## config.mk

```make
export PLATFORM = sky130hd
export DESIGN_NAME = cpu_instruction_fetch
export DESIGN_NICKNAME = d
export VERILOG_FILES = /design/src/rtl/cpu_pkg.sv /design/src/rtl/cpu_fetch_fifo.sv /design/src/rtl/cpu_instruction_fetch.sv
export SDC_FILE = /design/constraint.sdc
export NUM_CORES = 1
export LEC_CHECK = 0
export ABC_CLOCK_PERIOD_IN_PS = 6000
export CAP_MARGIN = 30
export CORE_AREA = 2 2 134 149
export DETAILED_ROUTE_END_ITERATION = 6
export DIE_AREA = 0 0 136 151
export PLACE_DENSITY = 0.75
export SKIP_LAST_GASP = 1
export SLEW_MARGIN = 20
export SYNTH_ARGS = -nofsm -noshare
export SYNTH_HDL_FRONTEND = slang
export SYNTH_SLANG_ARGS = --single-unit
```

## constraint.sdc

```tcl
create_clock -name clock -period 6 [get_ports clock]
set_input_delay 0.9 -clock clock [delete_from_list [all_inputs] [get_ports clock]]
set_output_delay 0.9 -clock clock [all_outputs]
set_load 0.01 [all_outputs]
```

## src/rtl/cpu_pkg.sv

```systemverilog
`default_nettype none
//======================================================================
// Module   : cpu_pkg
// Brief    : Shared types for the instruction-fetch stage. The entry gains
//            a fault bit when CPU_IF_ALIGN_CHECK_EN is defined.
// Revision : 1.0  initial release
//======================================================================
package cpu_pkg;

   localparam logic [31:0] c_RESET_PC = 32'hBFC0_0000;

   typedef enum logic [1:0] {
      S_IDLE = 2'd0,
      S_REQ  = 2'd1,
      S_WAIT = 2'd2
   } fetch_state_t;

   typedef struct packed {
      logic [31:0] addr;
      logic [31:0] instr;
`ifdef CPU_IF_ALIGN_CHECK_EN
      logic        fault;
`endif
   } fetch_entry_t;

   localparam int c_ENTRY_W = $bits(fetch_entry_t);

endpackage
`default_nettype wire

```

## src/rtl/cpu_fetch_fifo.sv

```systemverilog
`default_nettype none
//======================================================================
// Module   : cpu_fetch_fifo
// Brief    : Synchronous FIFO with push/pop/flush and occupancy count.
//            Entry width follows CPU_IF_ALIGN_CHECK_EN via the caller.
// Revision : 1.0  initial release
//======================================================================
module cpu_fetch_fifo #(
   parameter int DEPTH = 2,
   parameter int WIDTH = 64
) (
   input  logic                   clock,
   input  logic                   reset,
   input  logic                   push,
   input  logic                   pop,
   input  logic                   flush,
   input  logic [WIDTH-1:0]       push_data,
   output logic [WIDTH-1:0]       head_data,
   output logic                   empty,
   output logic [$clog2(DEPTH):0] count
);

   localparam int                c_PTR_W    = $clog2(DEPTH);
   localparam logic [c_PTR_W:0]  c_FULL_CNT = DEPTH[c_PTR_W:0];

   logic [WIDTH-1:0]   r_mem [DEPTH];
   logic [c_PTR_W-1:0] r_wr_ptr;
   logic [c_PTR_W-1:0] r_rd_ptr;
   logic [c_PTR_W:0]   r_count;
   logic               w_full;
   logic               w_do_push;
   logic               w_do_pop;

   assign w_full    = (r_count == c_FULL_CNT);
   assign empty     = (r_count == '0);
   assign count     = r_count;
   assign head_data = r_mem[r_rd_ptr];

   // flush wins over any push or pop in the same cycle
   assign w_do_push = push && !w_full && !flush;
   assign w_do_pop  = pop && !empty && !flush;

   always_ff @(posedge clock or negedge reset) begin
      if (!reset) begin
         r_wr_ptr <= '0;
         r_rd_ptr <= '0;
         r_count  <= '0;
      end else if (flush) begin
         r_wr_ptr <= '0;
         r_rd_ptr <= '0;
         r_count  <= '0;
      end else begin
         if (w_do_push) begin
            r_wr_ptr <= r_wr_ptr + 1'b1;
         end
         if (w_do_pop) begin
            r_rd_ptr <= r_rd_ptr + 1'b1;
         end
         case ({w_do_push, w_do_pop})
            2'b10:   r_count <= r_count + 1'b1;
            2'b01:   r_count <= r_count - 1'b1;
            default: r_count <= r_count;
         endcase
      end
   end

   always_ff @(posedge clock) begin
      if (w_do_push) begin
         r_mem[r_wr_ptr] <= push_data;
      end
   end

endmodule
`default_nettype wire

```

## src/rtl/cpu_instruction_fetch.sv

```systemverilog
`default_nettype none
//======================================================================
// Module   : cpu_instruction_fetch
// Brief    : PC, single-outstanding imem fetch, prefetch FIFO to decode.
//            CPU_IF_ALIGN_CHECK_EN adds output_fault and misalignment trap.
// Revision : 1.0  initial release
//======================================================================
module cpu_instruction_fetch
   import cpu_pkg::*;
#(
   parameter logic [31:0] RESET_PC   = c_RESET_PC,
   parameter int          FIFO_DEPTH = 2,
   parameter logic [31:0] PC_STEP    = 32'd4
) (
   input  logic        clock,
   input  logic        reset,
   output logic        imem_req,
   output logic [31:0] imem_addr,
   input  logic        imem_ready,
   input  logic        imem_rvalid,
   input  logic [31:0] imem_rdata,
   input  logic        redirect_valid,
   input  logic [31:0] redirect_target,
   output logic [31:0] output_address,
   output logic [31:0] output_instruction,
   output logic        output_valid,
   input  logic        output_full
`ifdef CPU_IF_ALIGN_CHECK_EN
   ,
   output logic        output_fault
`endif
);

   localparam int                 c_CNT_W = $clog2(FIFO_DEPTH) + 1;
   localparam logic [c_CNT_W-1:0] c_DEPTH = FIFO_DEPTH[c_CNT_W-1:0];

   fetch_state_t       r_state;
   fetch_state_t       w_state_nxt;
   logic [31:0]        r_pc;
   logic [31:0]        w_pc_nxt;
   logic [31:0]        r_req_addr;
   logic [31:0]        w_req_addr_nxt;
   logic               r_drop;
   logic               w_drop_nxt;
   logic               r_halt;
   logic               w_halt_nxt;
   logic               w_push;
   logic               w_pop;
   logic               w_empty;
   logic               w_credit;
   logic               w_misaligned;
   logic [c_CNT_W-1:0] w_count;
   logic [c_CNT_W-1:0] w_used;
   fetch_entry_t       w_push_entry;
   fetch_entry_t       w_head_entry;

   // an outstanding request owns a slot, so a response can always be pushed
   assign w_used   = w_count + {{(c_CNT_W-1){1'b0}}, (r_state == S_WAIT)};
   assign w_credit = (w_used < c_DEPTH);

`ifdef CPU_IF_ALIGN_CHECK_EN
   assign w_misaligned = (r_pc[1:0] != 2'b00);
`else
   assign w_misaligned = 1'b0;
`endif

   assign imem_addr = r_pc;

   always_comb begin
      w_state_nxt    = r_state;
      w_pc_nxt       = r_pc;
      w_req_addr_nxt = r_req_addr;
      w_drop_nxt     = r_drop;
      w_halt_nxt     = r_halt;
      imem_req       = 1'b0;
      w_push         = 1'b0;
      w_push_entry   = '0;

      case (r_state)
         S_IDLE: begin
            if (w_credit && !r_halt) begin
               w_state_nxt = S_REQ;
            end
         end
         S_REQ: begin
            if (w_misaligned) begin
               // trap entry replaces the fetch; wait for a redirect
               w_push            = 1'b1;
               w_push_entry.addr = r_pc;
`ifdef CPU_IF_ALIGN_CHECK_EN
               w_push_entry.fault = 1'b1;
`endif
               w_halt_nxt  = 1'b1;
               w_state_nxt = S_IDLE;
            end else begin
               imem_req = 1'b1;
               if (imem_ready) begin
                  w_req_addr_nxt = r_pc;
                  w_pc_nxt       = r_pc + PC_STEP;
                  w_state_nxt    = S_WAIT;
               end
            end
         end
         S_WAIT: begin
            if (imem_rvalid) begin
               w_drop_nxt = 1'b0;
               if (r_drop) begin
                  w_state_nxt = S_REQ;
               end else begin
                  w_push             = 1'b1;
                  w_push_entry.addr  = r_req_addr;
                  w_push_entry.instr = imem_rdata;
                  w_state_nxt        = w_credit ? S_REQ : S_IDLE;
               end
            end
         end
         default: begin
            w_state_nxt = S_IDLE;
         end
      endcase

      if (redirect_valid) begin
         w_pc_nxt   = redirect_target;
         w_halt_nxt = 1'b0;
         w_push     = 1'b0;
         case (r_state)
            S_WAIT: begin
               // one outstanding request at most, so a single drop flag suffices
               w_drop_nxt  = !imem_rvalid;
               w_state_nxt = imem_rvalid ? S_REQ : S_WAIT;
            end
            S_REQ: begin
               if (imem_req && imem_ready) begin
                  w_drop_nxt  = 1'b1;
                  w_state_nxt = S_WAIT;
               end else begin
                  w_state_nxt = S_REQ;
               end
            end
            default: begin
               w_state_nxt = S_REQ;
            end
         endcase
      end
   end

   always_ff @(posedge clock or negedge reset) begin
      if (!reset) begin
         r_state    <= S_IDLE;
         r_pc       <= RESET_PC;
         r_req_addr <= '0;
         r_drop     <= 1'b0;
         r_halt     <= 1'b0;
      end else begin
         r_state    <= w_state_nxt;
         r_pc       <= w_pc_nxt;
         r_req_addr <= w_req_addr_nxt;
         r_drop     <= w_drop_nxt;
         r_halt     <= w_halt_nxt;
      end
   end

   assign w_pop = output_valid && !output_full && !redirect_valid;

   cpu_fetch_fifo #(
      .DEPTH (FIFO_DEPTH),
      .WIDTH (c_ENTRY_W)
   ) u_fifo (
      .clock     (clock),
      .reset     (reset),
      .push      (w_push),
      .pop       (w_pop),
      .flush     (redirect_valid),
      .push_data (w_push_entry),
      .head_data (w_head_entry),
      .empty     (w_empty),
      .count     (w_count)
   );

   assign output_valid       = !w_empty;
   assign output_address     = output_valid ? w_head_entry.addr  : 32'h0;
   assign output_instruction = output_valid ? w_head_entry.instr : 32'h0;
`ifdef CPU_IF_ALIGN_CHECK_EN
   assign output_fault       = output_valid ? w_head_entry.fault : 1'b0;
`endif

endmodule
`default_nettype wire

```

==> results.toml, run 1 <==
[cts]
cts_made_buffers = 17
cts_tree = "built"
clock_sinks = 199
htreeDepth = 4
postCtsHoldBufs = 0
cts-root-buf = "clkbuf_16"
post_cts_buffers = 0
cts_buffer_depth = 2
clkTransAtPathRegs_ns = 0.07
cts.repair.resized = 0
insertion_delay_ns = 0.43

[cells_and_area]
num_antenna_cells = 0
register_area_mm2 = 0.00564
areaGrowthSynthToFinish_pct = 29.7
multi_input_area_mm2 = 0.00302
post-route-util_pct = 60.3
final_common_cell = "clkdlybuf4s50_1"
fill_cells = 1576
drive_gt1_share_pct = 10.6
fin_nets = 931
final_cell_mix = "165 x clkdlybuf4s50_1, 128 x edfxtp_1, 88 x nor2_1"
finalNonFillerCells = 1116

[synthesis]
netlist_instances = 699
ys_types = 53
synth_seq_area_share_pct = 63.9
async_reset_ff_share_pct = 35.7
yosysWarnings = 0
syn-cell-area_mm2 = 0.00881
synth_seq_cells = 199
synth_area_per_cell_um2 = 12.6
synth_nets = 774
synth_top_flop_cell = "edfxtp_1"
synth-edff-count = 128

[worst_setup_path]
critical_path_class = "flip-flop to primary output"
cp_max_fo = 49
endpoint_kind = "primary output"
start_kind = "flip-flop"
cp_slowest_cell = "buf_4"
cp_cell_sequence = "nor2_4, buf_4, nor2_1, clkdlybuf4s50_1"
crit_arrival_ns = 2.51
critical_path_required_ns = 5.10
max_stage_delay_ns = 0.53

[global_routing]
grt_pass1_vias = 5857
grt_usage_pct = 19.2
grt_pass1_wl_um = 30300
gr-total-overflow = 0
antenna_found_initial = 0
grt_max_degree = 72

[floorplanning]
io_pins = 168
start_util_pct = 46.5
core_mm2 = 0.0190
die_area_mm2 = 0.0205
die_height_um = 151
fp-row-count = 53
die_w_um = 136

[sta]
fmax_mhz = 293
finClkSkew_ns = 0.0126
worst-slew-pin-transition_ns = 0.648
hold_violations = 0
rsz0062_at_grt = "no"
setup_tns_ns = 0
final-max-slew-violation-count = 0
period_minus_slack_ns = 3.41
timing.final.crit_share_pct = 56.9
hold_ws_ns = 0.343
setup_slack_ns = 2.59
final-setup-viol-count = 0
relSlewSlack_pct = 56.4

[power]
p_per_area_mw_per_mm2 = 310
max-vdd-ir-drop_mv = 0.204
power.switching_mw = 0.897
clkPwrFrac_pct = 33.0
comb_power_share_pct = 17.5
internal_power_mw = 2.64
pwr-share-seq_pct = 49.5
leakage_nw = 4.13
p_sw_share_pct = 25.3

[flow_run]
drv_cap = 0

[route]
routed_wirelength_um = 19400
antenna_left = 0
viasPerCell = 5.35
drc = 0
via_count = 5967
dr.pass1.iters = 5
wire_per_inst_um = 17.4
drt_iter0_drc = 357

[run_status]
status = "completed"

[placed_design]
port_buffers = 167
hpwl_um = 12700
dp_cells = 1082
gp_congestion = 0.852
pre_cts_ws_ns = 2.80

[hold_path]
min_path_type = "input pin to asynchronous set/reset pin"
-- layer usage --
metal  wire length [um]  global-route usage [%]  vias up
met5                  0                       0        -
met4                386                    6.88        0
met3               1230                    4.65       22
met2               9370                    31.5      194
met1               8440                    25.0     2901
li1                   -                       -     2850
-- stage by stage --
stage,cell area (um2),power [mW]
global placement,10700,2.37
detailed placement,10800,2.40
finish,11400,3.54
CTS,11400,3.56
floorplan,8820,2.13
global route,11400,3.69
-- path summary, 6_finish.rpt --
| kind | start | endpoint | slack, ns | cells after the start |
|---|---|---|---|---|
| worst max-delay path | u_fifo.count[1] | output_address[20] | 2.59 | 4 |
| worst min-delay path | reset | imem_addr[7] | 0.34 | 1 |
| worst max register to register | r_state[1] | imem_addr[19] | 3.28 | 6 |
| worst min register to register | r_req_addr[29] | r_req_addr[29] | 0.47 | 2 |
| max in group asynchronous | reset | imem_addr[28] | 5.05 | 2 |
| min in group clock | r_req_addr[29] | r_req_addr[29] | 0.47 | 2 |
-- synthesized netlist by cell type (all sizes together), types with 7 or more instances --
master  count  share of area (%)
edfxtp    128                 44
a21oi       7               0.40
dfstp       9                2.7
nor2       89                3.8
nand2      39                1.7
mux2i      65                7.4
a31oi      15                1.1
nand4      14                1.1
dfrtp      62                 18
buf         8               0.37
nand3      12               0.68
inv        13               0.55
clkbuf     31                1.3
o21ai      22                1.2
o31ai       9               0.77
or4        12                1.1
and2       66                4.7
mux2       30                3.8
-- critical path, delay by kind of cell (launching register included) --
family	cells	cell delay, ns
flip-flops	1	0.48
buffers and inverters	2	1.04
AND/OR/NAND/NOR	2	0.55
-- sequential cells by signal, summed over array words and instances (netlist names) --
name and flops:
imem_addr 32, r_drop 1, r_req_addr 32, r_state 2
u_fifo.count 2, u_fifo.r_mem 128, u_fifo.r_rd_ptr 1, u_fifo.r_wr_ptr 1
-- cell type report --
| cell class | instances | area share, % |
|---|---|---|
| well taps | 247 | 2.70 |
| multi-input cells | 448 | 26.4 |
| repair buffers | 177 | 15.7 |
| clock buffers | 23 | 4.45 |
| flip-flops and latches | 199 | 49.3 |
| inverters | 13 | 0.427 |
| clock inverters | 9 | 1.01 |
-- power by group through the flow --
stage               combinational (mW)  sequential (mW)  clock, mW
finish                           0.619             1.75       1.17
global route                     0.679             1.78       1.23
global placement                 0.593             1.78          0
floorplan                        0.390             1.74          0
detailed placement               0.617             1.78          0
CTS                              0.621             1.75       1.18
-- logic make-up after synthesis --
group | share of synthesized area, %
flops | 63.9
mux | 11.2
buf+inv | 2.24
xor+xnor | 1.09
fa+ha+maj | 0.710
simple gates | 15.7
compound gates | 5.10
Note: power is estimated with default switching activity, not from simulation.
==> inputs of run 2 (changes only) <==
- ABC_CLOCK_PERIOD_IN_PS: 6000 -> 3300
- CORE_AREA: 2 2 134 149 -> 2 2 128 142
- DIE_AREA: 0 0 136 151 -> 0 0 130 144
- PLACE_DENSITY: 0.75 -> 0.79
- clock period: 6 -> 3.3 ns (I/O delays scaled with it)
==> results.toml, run 2 (synthesis gave the netlist of run 1 again) <==
[floorplanning]
start_util_pct = 50.6
core_mm2 = 0.0174
fp-row-count = 51
die_w_um = 130
io_pins = 168
die_height_um = 144
die_area_mm2 = 0.0187

[route]
dr.pass1.iters = 5
drc = 0
via_count = 6056
drt_iter0_drc = 428
wire_per_inst_um = 17.4
viasPerCell = 5.45
antenna_left = 0
routed_wirelength_um = 19300

[worst_setup_path]
reg2reg_from = "r_state[1]"
cp_max_fo = 38
r2r_cells = 6
r2r_end = "imem_addr[19]"
start_kind = "flip-flop"
critical_path_class = "flip-flop to primary output"
setup.worst_path.end = "output_instruction[13]"
crit_arrival_ns = 2.43
crit_start = "u_fifo.r_rd_ptr"
critical_path_required_ns = 2.80
r2r_setup_slack_ns = 0.69
endpoint_kind = "primary output"

[power]
p_per_area_mw_per_mm2 = 558
max-vdd-ir-drop_mv = 0.386
leakage_nw = 4.14
power_mw = 6.38

[cells_and_area]
largest_reg_flops = 128
fin_nets = 935
drive_gt1_share_pct = 11.0
areaGrowthSynthToFinish_pct = 29.6
largest_register = "u_fifo.r_mem"
final_common_cell = "clkdlybuf4s50_1"
num_antenna_cells = 0
final_cell_mix = "166 x clkdlybuf4s50_1, 128 x edfxtp_1, 88 x nor2_1"

[cts]
insertion_delay_ns = 0.43
htreeDepth = 4
cts_buffer_depth = 2
cts-root-buf = "clkbuf_16"
cts_tree = "built"
cts_made_buffers = 17
cts.repair.resized = 0
clkTransAtPathRegs_ns = 0.07
post_cts_buffers = 0
clock_sinks = 199

[sta]
finClkSkew_ns = 0.00640
setup_tns_ns = 0
timing.final.crit_share_pct = 88.5
period_minus_slack_ns = 2.92
final-max-slew-violation-count = 0
fmax_mhz = 342
hold_ws_ns = 0.477
hold_violations = 0
relSlewSlack_pct = 50.1
final-setup-viol-count = 0
setup_slack_ns = 0.379
rsz0062_at_grt = "no"
worst-slew-pin-transition_ns = 0.746

[global_routing]
grt_pass1_wl_um = 30300
grt_usage_pct = 21.3
gr-total-overflow = 0
grt_pass1_vias = 5836
antenna_found_initial = 0
grt_max_degree = 72

[flow_run]
drv_cap = 0

[hold_path]
min_path_type = "flip-flop to flip-flop"

[run_status]
status = "completed"

[placed_design]
pre_cts_ws_ns = 0.584
hpwl_um = 12700
port_buffers = 167
gp_congestion = 0.918
run 2: changes by cell type in the layout (fill, tap and decap cells not counted), moves of 2 or more:
cell | previous run | this run
bufinv_16 | 2 | 0
buf_4 | 7 | 10
clkbuf_8 | 4 | 0
inv_8 | 0 | 4
inv_6 | 0 | 4
clkinvlp_4 | 2 | 0
run 2: layout make-up:
type	count	area [um2]
Fill cell	1317	6000
Sequential cell	199	5640
Multi-Input combinational cell	448	3020
Timing Repair Buffer	181	1820
Clock buffer	20	479
Tap cell	238	298
Clock inverter	12	123
Inverter	13	48.8
run 2: where the power goes:
| group | internal, mW | switching, mW |
|---|---|---|
| Combinational | 0.585 | 0.534 |
| Sequential | 2.97 | 0.216 |
| Clock | 1.10 | 0.974 |
run 2: per-stage QoR:
step / utilization (%) / area, um2 / cells
after floorplan: - / 8840 / 699
after global placement: 61.9 / 10800 / 1077
after detailed placement: 61.9 / 10800 / 1077
after CTS: 65.4 / 11400 / 1109
after global routing: 65.6 / 11400 / 1111
final: 65.6 / 11400 / 1111
run 2: timing repair:
action	CTS	global route
hold buffers	0	1
endpoints found under the setup margin	0	0
endpoints found under the hold margin	0	12
run 2: worst min-delay path by stage:
stage	endpoint	start	cells past startpoint	slack [ns]
6_report	r_req_addr[21]	r_req_addr[21]	2	0.48
2_1_floorplan	imem_addr[0]	reset	0	0.20
3_5_place_dp	r_req_addr[31]	r_req_addr[31]	2	0.46
3_3_place_gp	r_req_addr[29]	r_req_addr[29]	2	0.45
4_1_cts	imem_addr[2]	reset	2	0.30
5_1_grt	r_req_addr[21]	r_req_addr[21]	2	0.52
run 2: worst max-delay path, cell delays in order, from the launching register on:
cell	delay (ns)
dfrtp_4	0.88
buf_12	0.31
mux2i_1	0.26
nor2_1	0.06
clkdlybuf4s50_1	0.48
run 2: per-layer routing:
| layer | vias up | GRT usage [%] | part of all wire, % |
|---|---|---|---|
| met3 | 23 | 4.77 | 6.0 |
| met4 | 0 | 6.28 | 1.4 |
| met2 | 232 | 34.3 | 48 |
| met5 | - | 0 | 0 |
| met1 | 2930 | 29.2 | 44 |
| li1 | 2871 | - | - |
==> inputs of run 3 (changes only) <==
- CAP_MARGIN: 30 -> 20
- RECOVER_POWER: default -> 50
==> results.toml, run 3 (synthesis gave the netlist of run 1 again) <==
[run_status]
status = "finished, violations left"
violations = "capacitance limit, slew limit"

[cells_and_area]
num_antenna_cells = 0
final_common_cell = "clkdlybuf4s50_1"
multi_input_area_mm2 = 0.00302
register_area_mm2 = 0.00564
fill_cells = 1324
drive_gt1_share_pct = 10.7
final_cell_mix = "155 x clkdlybuf4s50_1, 128 x edfxtp_1, 88 x nor2_1"
fin_nets = 933
largest_reg_flops = 128
largest_register = "u_fifo.r_mem"
areaGrowthSynthToFinish_pct = 29.0

[sta]
hold_violations = 0
setup_slack_ns = 0.387
fmax_mhz = 343
period_minus_slack_ns = 2.91
rsz0062_at_grt = "no"
finClkSkew_ns = 0.00746
timing.final.crit_share_pct = 88.3
final-max-slew-violation-count = 72
setup_tns_ns = 0
final-setup-viol-count = 0
relSlewSlack_pct = -19.8
worst-slew-pin-transition_ns = 1.80

[worst_setup_path]
cp_num_buf_inv = 2
critical_path_class = "flip-flop to primary output"
path_depth = 4
r2r_cells = 6
cp_cell_sequence = "buf_12, mux2i_1, nor2_1, clkdlybuf4s50_1"
endpoint_kind = "primary output"
cp_slowest_cell = "dfrtp_4"
start_kind = "flip-flop"
critical_path_required_ns = 2.80
max_stage_delay_ns = 0.88
path_delay_family = "flip-flops"
crit_arrival_ns = 2.42
cp_max_fo = 38

[route]
met2WireLength_um = 9320
viasPerCell = 5.48
wl_met1_um = 8600
wl_met3_um = 1150
dr.pass1.iters = 4
wire_per_inst_um = 17.4
drt_iter0_drc = 428
drc = 0
top_layer = "met4"
routed_wirelength_um = 19300
via_count = 6075
antenna_left = 0

[global_routing]
grt_max_degree = 72
gr-total-overflow = 0
antenna_found_initial = 0
grt_usage_pct = 21.3
grt_pass1_wl_um = 30300
grt_pass1_vias = 5836

[flow_run]
drv_cap = 1

[floorplanning]
die_w_um = 130
core_mm2 = 0.0174
die_area_mm2 = 0.0187
fp-row-count = 51
start_util_pct = 50.6
die_height_um = 144
io_pins = 168

[cts]
postCtsHoldBufs = 0
cts_tree = "built"
htreeDepth = 4
cts-root-buf = "clkbuf_16"
post_cts_buffers = 0
clkTransAtPathRegs_ns = 0.07
insertion_delay_ns = 0.43
cts_made_buffers = 17
cts_buffer_depth = 2
clock_sinks = 199
cts.repair.resized = 0

[placed_design]
gp_congestion = 0.918
port_buffers = 167
hpwl_um = 12700
pre_cts_ws_ns = 0.584

[power]
max-vdd-ir-drop_mv = 0.382
p_per_area_mw_per_mm2 = 559
leakage_nw = 4.06

[hold_path]
hold_depth = 2
min_path_type = "flip-flop to flip-flop"
## run 3: cell count changes in the layout (fill, tap and decap cells not counted)
cell and change:
clkdlybuf4s50_1 -11, dlygate4sd3_1 +10, and2_1 -62, ha_1 +1, o21ai_0 +1, clkbuf_2 +3
buf_4 -4, ha_2 -1, clkbuf_1 +1, o21ai_1 -1, buf_16 -1, and2_0 +62
## run 3: area by class of cell
class                      count  area share (%)
clock inverter                12            1.08
multi-input combinational    448            26.5
sequential                   199            49.6
timing repair buffer         179            15.6
clock buffer                  20            4.21
tap                          238            2.62
inverter                      13           0.429
## run 3: final timing paths
kind	startpoint	to	slack, ns
min	r_req_addr[27]	r_req_addr[27]	0.48
min reg2reg	r_req_addr[27]	r_req_addr[27]	0.48
min in group asynchronous	reset	imem_addr[2]	0.63
max	u_fifo.r_rd_ptr	output_instruction[30]	0.39
max reg2reg	r_state[1]	imem_addr[19]	0.70
max in group asynchronous	reset	u_fifo.r_rd_ptr	1.39
## run 3: routing by layer
| layer | GRT usage, % | vias up |
|---|---|---|
| li1 | - | 2860 |
| met1 | 29.2 | 2966 |
| met2 | 34.3 | 226 |
| met3 | 4.77 | 23 |
| met4 | 6.28 | 0 |
| met5 | 0 | - |
## run 3: metrics by stage
step	hold WS, ns	utilization [%]	power (mW)	instances	area (um2)
2_1_floorplan	0.199	-	3.88	699	8840
3_3_place_gp	0.452	61.9	4.31	1077	10800
3_5_place_dp	0.463	61.9	4.35	1077	10800
4_1_cts	0.300	65.4	6.42	1109	11400
5_1_grt	0.518	65.3	6.67	1109	11400
6_report	0.477	65.3	6.35	1109	11400
## run 3: report_power, final
part,switching (mW),internal (mW)
Sequential,0.218,2.97
Combinational,0.532,0.566
Clock,0.968,1.10
## run 3: tightest hold or removal path: stages, from the launching register on
cell and delay (ns):
dfrtp_1 0.34, nand2_1 0.04, o21ai_0 0.06
